`src/rtl/fe_fifo_reader.sv`:
```
// Read side of the front-end capture FIFO: pops entries and
// serialises each one into a header + payload byte stream.
module fe_fifo_reader #(
    parameter int pTIMESTAMP_FULL_WIDTH  = 16,
    parameter int pTIMESTAMP_SHORT_WIDTH = 3,
    parameter int pDATA_WIDTH            = 8
) (
    input  logic                                               cwusb_clk,
    input  logic                                               reset_i,
    input  logic [pTIMESTAMP_FULL_WIDTH+pDATA_WIDTH+1:0]       I_fifo_dout,
    input  logic                                               I_fifo_empty,
    output logic                                               O_fifo_rd,
    input  logic                                               I_flush,
    output logic [7:0]                                         O_byte,
    output logic                                               O_byte_valid,
    input  logic                                               I_byte_ready,
    output logic                                               O_idle,
    output logic [15:0]                                        O_entry_count,
    output logic                                               O_underflow
);

    localparam int TW = pTIMESTAMP_FULL_WIDTH;
    localparam int SW = pTIMESTAMP_SHORT_WIDTH;
    localparam int TB = TW / 8;
    localparam int MSB = TW + pDATA_WIDTH + 1;
    localparam logic [2:0] TIME_BYTES = 3'(1 + TB);

    typedef enum logic [1:0] {
        IDLE,
        FETCH,
        LOAD,
        SEND
    } state_t;

    state_t state;
    logic [1:0] cmd;
    logic [TW-1:0] tstamp;
    logic [7:0] data;
    logic [1:0] idx;
    logic [2:0] count;
    logic [2:0] load_count;
    logic [5:0] short_ts;
    logic [7:0] byte_mux;
    logic last;

    always_comb begin
        unique case (I_fifo_dout[MSB:MSB-1])
            2'd0, 2'd1: load_count = 3'd2;
            2'd2:       load_count = TIME_BYTES;
            default:    load_count = 3'd1;
        endcase
    end

    assign last = ({1'b0, idx} == count - 3'd1);

    // Header, then data byte (DATA/STAT) or timestamp MSB-first (TIME).
    always_comb begin
        short_ts = '0;
        short_ts[SW-1:0] = tstamp[SW-1:0];
        byte_mux = 8'h00;
        if (idx == 2'd0) begin
            if (!cmd[1])
                byte_mux = {cmd, short_ts};
            else
                byte_mux = {cmd, 6'b0};
        end else if (!cmd[1]) begin
            byte_mux = data;
        end else begin
            for (int k = 1; k <= TB; k++)
                if (int'(idx) == k)
                    byte_mux = tstamp[(TB-k)*8 +: 8];
        end
    end

    always_ff @(posedge cwusb_clk or posedge reset_i) begin
        if (reset_i) begin
            state         <= IDLE;
            cmd           <= '0;
            tstamp        <= '0;
            data          <= '0;
            idx           <= '0;
            count         <= '0;
            O_entry_count <= '0;
            O_underflow   <= 1'b0;
        end else if (I_flush) begin
            // Any in-flight entry, including a read issued in FETCH, is dropped.
            state         <= IDLE;
            idx           <= '0;
            O_entry_count <= '0;
            O_underflow   <= 1'b0;
        end else begin
            unique case (state)
                IDLE: begin
                    if (!I_fifo_empty)
                        state <= FETCH;
                end
                FETCH: begin
                    if (I_fifo_empty)
                        O_underflow <= 1'b1;
                    state <= LOAD;
                end
                LOAD: begin
                    cmd    <= I_fifo_dout[MSB:MSB-1];
                    tstamp <= I_fifo_dout[MSB-2:pDATA_WIDTH];
                    data   <= I_fifo_dout[7:0];
                    idx    <= '0;
                    count  <= load_count;
                    if (O_entry_count != 16'hFFFF)
                        O_entry_count <= O_entry_count + 16'd1;
                    state <= SEND;
                end
                SEND: begin
                    if (I_byte_ready) begin
                        if (last)
                            state <= I_fifo_empty ? IDLE : FETCH;
                        else
                            idx <= idx + 2'd1;
                    end
                end
            endcase
        end
    end

    assign O_fifo_rd    = (state == FETCH);
    assign O_byte_valid = (state == SEND);
    assign O_byte       = (state == SEND) ? byte_mux : 8'h00;
    assign O_idle       = (state == IDLE) && I_fifo_empty;

endmodule

```
`config.mk`:
```
export PLATFORM = sky130hd
export DESIGN_NAME = fe_fifo_reader
export DESIGN_NICKNAME = d
export VERILOG_FILES = /design/src/rtl/fe_fifo_reader.sv
export SDC_FILE = /design/constraint.sdc
export NUM_CORES = 1
export LEC_CHECK = 0
export ABC_AREA = 1
export BUFFER_PORTS_ARGS = -buffer_cell sky130_fd_sc_hd__buf_2
export CAP_MARGIN = 10
export CORE_ASPECT_RATIO = 1.4
export CORE_MARGIN = 1
export CORE_UTILIZATION = 54
export CTS_CLUSTER_SIZE = 25
export DETAILED_ROUTE_END_ITERATION = 6
export GPL_TIMING_DRIVEN = 0
export PLACE_DENSITY = 0.78
export SLEW_MARGIN = 20
export SYNTH_ARGS = -nofsm -noshare
export SYNTH_HDL_FRONTEND = slang
export SYNTH_SLANG_ARGS = --single-unit
export TNS_END_PERCENT = 1
```
`constraint.sdc`:
```
create_clock -name cwusb_clk -period 1.8 [get_ports cwusb_clk]
set_clock_uncertainty 0.1 [all_clocks]
set_input_delay 0.09 -clock cwusb_clk [delete_from_list [all_inputs] [get_ports cwusb_clk]]
set_output_delay 0.09 -clock cwusb_clk [all_outputs]
set_load 0.02 [all_outputs]
```
==> results of run 1 <==
==> layer usage <==
layer | part of all wire | up-vias | routed length (um) | GRT usage
met1 | 0.38 | 1309 | 2820 | 0.307
met4 | 0.028 | 0 | 208 | 0.137
met2 | 0.55 | 85 | 4050 | 0.572
li1 | - | 1384 | - | -
met5 | 0 | - | 0 | 0
met3 | 0.040 | 22 | 295 | 0.0434
==> sequential cells by signal (all words and copies together) (netlist names) <==
name,flops
O_entry_count,16
tstamp,16
data,8
cmd,2
count,2
idx,2
state,2
O_underflow,1
==> where the power goes <==
group | total (uW) | switching [uW] | internal, uW
clock | 784 | 379 | 405
combinational | 1280 | 799 | 482
sequential | 1630 | 200 | 1430
total | 3700 | 1380 | 2320
==> final timing paths <==
path                                       from                            end  slack [ns]
max in group asynchronous               reset_i             idx[1]$_DFFE_PP0P_        0.74
setup reg to reg           state[0]$_DFFE_PP0P_         tstamp[11]$_DFFE_PP0P_        0.06
hold reg to reg             data[3]$_DFFE_PP0P_            data[3]$_DFFE_PP0P_        0.38
setup / recovery             idx[0]$_DFFE_PP0P_                      O_byte[2]       -0.11
hold / removal                     I_byte_ready             idx[1]$_DFFE_PP0P_        0.09
min in group asynchronous               reset_i  O_entry_count[15]$_DFFE_PP0P_        0.30
==> Yosys cell counts, drive strengths merged <==
master	count
nor2	36
nand4	7
dfrtp	49
a21oi	16
a31oi	1
inv	34
o211ai	6
buf	2
nand3	16
clkbuf	6
or2	1
nand3b	1
o21ai	25
o22ai	1
xor2	2
nand2	150
nor3	4
ha	9
o21bai	3
nor3b	1
clkinv	1
==> final cells by class <==
class,instances,area share
tap,64,0.0218
multi-input combinational,279,0.387
clock buffer,5,0.0187
clock inverter,2,0.00954
buffer,8,0.0123
timing repair buffer,94,0.180
sequential,49,0.334
inverter,35,0.0364
==> repair_timing <==
| item | in CTS | in global routing |
|---|---|---|
| pin swaps | 3 | 5 |
| cloned | 0 | 0 |
| setup buffers | 6 | 1 |
| endpoints found under the hold margin | 53 | 0 |
| hold buffers | 28 | 0 |
| setup endpoints to repair | 30 | 52 |
| resized for setup | 25 | 13 |
==> tightest hold or removal path, delay by kind of cell <==
family,cells,cell delay [ns]
buffers and inverters,1,0.09
AND/OR/NAND/NOR,3,0.29
==> kinds of logic (layout without fill, tap and decap cells) <==
kind of cell,Yosys count,in the layout,share of synthesized area
and+or+nand+nor,216,216,0.335
AOI/OAI and AO/OA,52,52,0.110
DFF,49,49,0.445
buffers and inverters,43,144,0.0623
adders and majority gates,9,9,0.0409
xor gates and xnor gates,2,2,0.00636
==> per-stage QoR <==
step                      total power, uW  hold slack (ns)
after floorplan                      2430           0.0860
after global placement               2710            0.185
after detailed placement             2770           0.0870
after CTS                            3660           0.0706
after global routing                 3960            0.102
final                                3700           0.0925
==> impl_metrics.yaml, run 1 <==
outcome:
  status: "complete, but fails checks"
  violations: "setup timing"
setup_path:
  required_ns: 1.61
  crit_buf_inv: 3
  path_cells: "buf_4 > ha_4 > inv_2 > nor2_4 > nand2_1 > o211ai_1 > o211ai_1 > o21ai_1 > buf_4"
  crit_fanout: 6
  critical_path_class: "reg -> out"
  critPathTopFamily: "flip-flops"
  critical_path.max_stage_delay_ns: 0.42
  crit_path_end_kind: "output pin"
  worst_r2r_path_depth: 7
  critical_path.startpoint_type: "register"
  slowest_stage: "dfrtp_1"
  cp_num_cells: 9
  worst_ep_arrival_time_ns: 1.72
placement:
  pre_cts_slack_ns: -0.257
  place_area_um2: 3140
  dp.cells: 494
  io_buffers: 58
  dp_hpwl_mm: 4.88
  gp_congestion: 0.854
layout:
  final_cell_mix: "nand2_1, buf_2, dfrtp_1, dlygate4sd3_1, inv_1"
  drive_above_1_share: 0.244
  stdcell_count: 536
  fin_util: 0.753
  fillers: 372
  multi_input_area_um2: 1420
  final_area_um2: 3670
  finalNetCount: 512
  seq_area_um2: 1230
  layout_commonest_cell: "nand2_1"
  syn_to_final_growth_pct: 33.5
  antenna_cells: 0
min_path:
  whs_path_depth: 4
  holdCritPathClass: "in -> reg"
synthesis:
  synth.avg_cell_area_um2: 7.42
  ys_seq_area_frac: 0.445
  syn-num-nets: 411
  ys_ff_latch: 49
  synthCells: 371
  ys_warn_count: 0
  synth_area_leaders: "dfrtp_1, nand2_1, inv_1"
  yosysTopAreaCellShare: 0.445
  yosysUniqueCellTypes: 29
  syn_area_um2: 2750
  synth_top_cell_by_area: "dfrtp_1"
timing:
  hold_viol_final: 0
  final.min_clock_period_ns: 1.91
  setup_tns_ns: -0.499
  setup_viol: 7
  clock.fmax_mhz: 524
  relSlewSlack: 0.605
  worst_slack_ns: -0.110
  rsz0062_at_grt: "true"
  drv_slew: 0
  tightest_slew_ns: 0.592
  timing.final.crit_share: 1.06
floorplanning:
  die_w_um: 62.3
  fp.dieArea_um2: 5390
  initial_core_util: 0.564
  coreArea_um2: 4880
  row_count: 30
  die_h_um: 86.5
  io_pins: 59
grt:
  grt_pass1_wl_mm: 12.4
  grt_max_degree: 26
  overflow: 0
  grt_usage: 0.294
  grt_pass1_vias: 2835
  antenna_found_initial: 0
routing:
  detail-route-antenna-nets: 0
  drc: 0
  viasPerCell: 5.22
  drtPass1Iterations: 4
  vias: 2800
  wirelength_mm: 7.38
  drt_iter0_drc: 142
  detail_route.wl_per_cell_um: 13.8
power_and_ir_drop:
  powerDensity_nw_per_um2: 1010
  p_leak_uw: 0.00181
  vdd_drop_max_uv: 488
cts:
  cts_max_path_buffers: 2
  htreeDepth: 2
  cts_tree: "built"
  cts_root_buf: "clkbuf_8"
  numCtsBuffers: 5
  path_clk_slew_ns: 0.09
  clkSinkCount: 49
  clk_latency_ns: 0.30
flow_run:
  maxCapViolCount: 0
No activity file was read; power rests on OpenSTA's default activity.
==> inputs of run 2 (changes only) <==
==> constraint.sdc (replaced) <==
create_clock -name cwusb_clk -period 1.8 [get_ports cwusb_clk]
set_clock_uncertainty 0.1 [all_clocks]
set_input_delay 0 -clock cwusb_clk [delete_from_list [all_inputs] [get_ports cwusb_clk]]
set_output_delay 0 -clock cwusb_clk [all_outputs]
set_load 0.02 [all_outputs]
==> run 2 against run 1 <==
The run now ends clean. Worst hold slack got worse by 0.064 ns. Combinational power about the same. Critical endpoint is now O_byte[1]. Clock power about the same. First-iteration DRC count decreased by 20%. Maximum frequency increased by 6.7%. Clock-buffer cell count unchanged. Sequential cell count unchanged. Sequential share of layout area about the same. Worst setup slack improved by 0.12 ns. Critical path depth decreased by 1. Register-to-register slack about the same.
==> impl_metrics.yaml, run 2 (synthesized netlist as in run 1, its figures left out) <==
grt:
  grt_usage: 0.286
  overflow: 0
  antenna_found_initial: 0
  grt_pass1_wl_mm: 12.2
  grt_pass1_vias: 2782
  grt_max_degree: 26
layout:
  stdcell_count: 537
  fillers: 369
  fin_util: 0.753
  finalNetCount: 513
  drive_above_1_share: 0.239
  final_cell_mix: "nand2_1, buf_2, dfrtp_1, dlygate4sd3_1, inv_1"
  syn_to_final_growth_pct: 33.5
  layout_commonest_cell: "nand2_1"
  antenna_cells: 0
  largestRegisters: "O_entry_count x16, tstamp x16, data x8"
timing:
  rsz0062_at_grt: "true"
  final.min_clock_period_ns: 1.79
  tightest_slew_ns: 0.594
  relSlewSlack: 0.603
  timing.final.crit_share: 0.994
  drv_slew: 0
  hold_viol_final: 0
  clock.fmax_mhz: 559
  hold_ws_ns: 0.0281
  worst_slack_ns: 0.0105
  setup_viol: 0
cts:
  clk_latency_ns: 0.30
  path_clk_slew_ns: 0.09
  numCtsBuffers: 5
  cts_max_path_buffers: 2
  clkSinkCount: 49
  htreeDepth: 2
  cts_tree: "built"
  cts_root_buf: "clkbuf_8"
floorplanning:
  row_count: 30
  die_w_um: 62.3
  io_pins: 59
  die_h_um: 86.5
  initial_core_util: 0.564
  fp.dieArea_um2: 5390
  coreArea_um2: 4880
routing:
  detail_route.wl_per_cell_um: 13.5
  detail-route-antenna-nets: 0
  wl_met1_mm: 2.89
  wl_met3_um: 268
  drc: 0
  drtPass1Iterations: 4
  highest_layer: "met4"
  wl_met2_mm: 3.88
  drt_iter0_drc: 114
  wirelength_mm: 7.24
  vias: 2800
  viasPerCell: 5.21
setup_path:
  required_ns: 1.70
  reg2reg_slack_ns: 0.06
  worst_ep_arrival_time_ns: 1.69
  r2r-start: "state[1]$_DFFE_PP0P_"
  critical_path_class: "reg -> out"
  timing.rr.end: "idx[1]$_DFFE_PP0P_"
  crit_path_end_kind: "output pin"
  critical_path.startpoint_type: "register"
  crit_fanout: 6
  worst_r2r_path_depth: 8
min_path:
  worstHoldStart: "I_flush"
  whs_path_depth: 4
  whs_endpoint: "count[0]$_DFFE_PP0P_"
  holdCritPathClass: "in -> reg"
power_and_ir_drop:
  vdd_drop_max_uv: 498
  powerDensity_nw_per_um2: 1000
  p_leak_uw: 0.00182
placement:
  dp_hpwl_mm: 4.88
  gp_congestion: 0.854
  dp.cells: 494
  pre_cts_slack_ns: -0.183
  io_buffers: 58
outcome:
  status: "finished, final reports clean"
flow_run:
  maxCapViolCount: 0
-- run 2: cell types whose count changed in the layout (fill, tap and decap cells not counted), sizes merged --
cell,previous run,this run
dlygate4sd3,28,29
-- run 2: timing repair --
item                                   CTS  global route
setup buffers                            5             2
setup endpoints to repair               30            51
endpoints found under the hold margin   55             0
pin swaps                                1             6
hold buffers                            29             0
gates resized for setup                 14            19
-- run 2: worst max-delay path by stage --
stage	start	to	slack, ns	cells after the start
global placement	state[0]$_DFFE_PP0P_	O_entry_count[13]$_DFFE_PP0P_	-0.16	8
detailed placement	state[0]$_DFFE_PP0P_	O_entry_count[13]$_DFFE_PP0P_	-0.18	8
CTS	idx[1]$_DFFE_PP0P_	O_byte[1]	-0.007	9
global route	idx[0]$_DFFE_PP0P_	O_byte[2]	-0.14	8
finish	idx[0]$_DFFE_PP0P_	O_byte[1]	0.01	8
floorplan	state[0]$_DFFE_PP0P_	idx[0]$_DFFE_PP0P_	0.07	8
-- run 2: where the power goes --
group | internal [uW] | leakage, uW | switching (uW)
Clock | 405 | 0.0000540 | 379
Sequential | 1430 | 0.000633 | 202
Combinational | 479 | 0.00113 | 791
-- run 2: metrics by stage --
stage | area, um^2 | setup TNS, ns | total power, uW
floorplan | 2750 | 0 | 2430
CTS | 3620 | -0.0139 | 3650
finish | 3670 | 0 | 3690
global route | 3670 | -1.65 | 3950
detailed placement | 3140 | -1.64 | 2770
global placement | 3120 | -8.30 | 2710
-- run 2: metal layers --
metal / track usage / vias to the layer above
met5: 0 / -
met4: 0.129 / 0
met3: 0.0421 / 21
met2: 0.546 / 86
met1: 0.309 / 1305
li1: - / 1388
-- run 2: cell type report --
cell class	instances	area, um^2	share of cell area
multi-input combinational	279	1420	0.386
sequential	49	1230	0.334
timing repair buffer	95	666	0.181
inverter	35	134	0.0364
tap	64	80.1	0.0218
clock buffer	5	68.8	0.0187
buffer	8	45.0	0.0123
clock inverter	2	35.0	0.00953
-- run 2: worst max-delay path: stages, from the launching register on --
cell and delay [ns]:
dfrtp_2 0.43, inv_2 0.07, ha_4 0.19, nor2_4 0.17, nand2_1 0.07, o211ai_1 0.08
o211ai_1 0.10, o21ai_0 0.09, buf_2 0.19
==> inputs of run 3 (changes only) <==
--- a/config.mk
+++ b/config.mk
@@ -15,6 +15,8 @@
 export DETAILED_ROUTE_END_ITERATION = 6
 export GPL_TIMING_DRIVEN = 0
 export PLACE_DENSITY = 0.78
+export SETUP_SLACK_MARGIN = 0.05
+export SKIP_CTS_REPAIR_TIMING = 1
 export SLEW_MARGIN = 20
 export SYNTH_ARGS = -nofsm -noshare
 export SYNTH_HDL_FRONTEND = slang
==> run 3 against run 2 <==
The run now ends with setup timing left. Critical path depth unchanged. Wire length is 1.5% higher. Core utilization down 0.26 points. First-iteration DRC count grew 28%. Maximum frequency is 1.6% lower. Clock power hardly changed. Worst setup slack worse by 0.029 ns. Sequential share of layout area grew 0.11 points. Final cell count fell by 0.19%.
==> impl_metrics.yaml, run 3 (synthesized netlist as in run 1, its figures left out) <==
outcome:
  status: "complete, but fails checks"
  violations: "setup timing"
layout:
  final_cell_mix: "nand2_1, buf_2, dfrtp_1, inv_1, dlygate4sd3_1"
  finalNetCount: 512
  stdcell_count: 536
  drive_above_1_share: 0.242
  syn_to_final_growth_pct: 33.0
  antenna_cells: 0
  layout_commonest_cell: "nand2_1"
  largestRegisters: "O_entry_count x16, tstamp x16, data x8"
setup_path:
  crit_fanout: 5
  required_ns: 1.94
  crit_path_end_kind: "register"
  critical_path.startpoint_type: "register"
  worst_ep_arrival_time_ns: 1.95
  critical_path_class: "reg -> reg"
cts:
  clkSinkCount: 49
  clk_latency_ns: 0.30
  cts_tree: "built"
  cts_root_buf: "clkbuf_8"
  htreeDepth: 2
  path_clk_slew_ns: 0.09
  cts_max_path_buffers: 2
  numCtsBuffers: 5
routing:
  wirelength_mm: 7.35
  detail_route.wl_per_cell_um: 13.7
  drt_iter0_drc: 146
  vias: 2764
  drc: 0
  viasPerCell: 5.16
  detail-route-antenna-nets: 0
  drtPass1Iterations: 4
placement:
  io_buffers: 58
  gp_congestion: 0.854
  dp_hpwl_mm: 4.88
  dp.cells: 494
timing:
  timing.final.crit_share: 1.01
  tightest_slew_ns: 0.595
  final.min_clock_period_ns: 1.82
  relSlewSlack: 0.603
  rsz0062_at_grt: "true"
  drv_slew: 0
  worst_slack_ns: -0.0180
  clock.fmax_mhz: 550
  hold_viol_final: 0
  setup_tns_ns: -0.0570
  setup_viol: 5
grt:
  overflow: 0
  grt_usage: 0.260
  grt_pass1_wl_mm: 11.2
  grt_max_degree: 26
  grt_pass1_vias: 2546
  antenna_found_initial: 0
flow_run:
  maxCapViolCount: 0
floorplanning:
  coreArea_um2: 4880
  initial_core_util: 0.564
  fp.dieArea_um2: 5390
  row_count: 30
  die_w_um: 62.3
  die_h_um: 86.5
  io_pins: 59
power_and_ir_drop:
  powerDensity_nw_per_um2: 1010
  swShare: 0.370
  p_clk_frac: 0.211
  p_leak_uw: 0.00183
  pwr-share-seq: 0.440
  p_sw_uw: 1370
  intPower_uw: 2330
  vdd_drop_max_uv: 494
  combPwrFrac: 0.349
min_path:
  holdCritPathClass: "in -> reg"
-- run 3: cell count changes in the layout (fill, tap and decap cells not counted), sizes merged --
cell and delta:
dlygate4sd3 -1
-- run 3: power groups by stage --
stage	logic [uW]	clock network, uW	registers, uW
after floorplan	818	0	1610
after global placement	1060	0	1640
after detailed placement	1120	0	1650
after CTS	1120	796	1630
after global routing	1470	819	1670
final	1290	782	1630
-- run 3: final timing paths --
check / slack, ns / start / cells after the start / to
max: -0.02 / state[1]$_DFFE_PP0P_ / 8 / idx[0]$_DFFE_PP0P_
min: 0.02 / I_byte_ready / 4 / idx[1]$_DFFE_PP0P_
max reg2reg: -0.02 / state[1]$_DFFE_PP0P_ / 8 / idx[0]$_DFFE_PP0P_
min reg2reg: 0.38 / data[3]$_DFFE_PP0P_ / 2 / data[3]$_DFFE_PP0P_
max in group asynchronous: 0.82 / reset_i / 4 / idx[0]$_DFFE_PP0P_
min in group asynchronous: 0.21 / reset_i / 3 / O_entry_count[9]$_DFFE_PP0P_
-- run 3: layout make-up --
type,instances,area [um^2]
clock buffers,5,68.8
well taps,64,80.1
flip-flops and latches,49,1230
multi-input cells,279,1420
plain buffers,8,47.5
fillers,375,1220
inverters,35,134
clock inverters,2,35.0
repair buffers,94,648
-- run 3: through the flow --
step	util	hold slack, ns	power [uW]	cell area (um^2)	setup WS [ns]
finish	0.751	0.0244	3710	3660	-0.0180
global route	0.751	0.0399	3960	3660	-0.203
CTS	0.665	-0.336	3550	3250	-0.510
detailed placement	0.644	-0.00304	2770	3140	-0.183
global placement	0.640	0.0951	2710	3120	-0.159
floorplan	-	-0.00400	2430	2750	0.0747
-- run 3: metal layers --
layer  global-route usage  share of wire  vias to the layer above
met3               0.0395          0.040                       15
met1                0.297           0.39                     1286
met4               0.0951          0.024                        0
met2                0.490           0.54                       81
li1                     -              -                     1382
met5                    0              0                        -
-- run 3: critical path: stages (launching register included) --
cell,delay (ns)
dfrtp_1,0.41
ha_2,0.25
inv_1,0.14
nor2_1,0.19
inv_1,0.11
or2_2,0.32
nand3_1,0.12
nand2_1,0.06
nand2_1,0.05
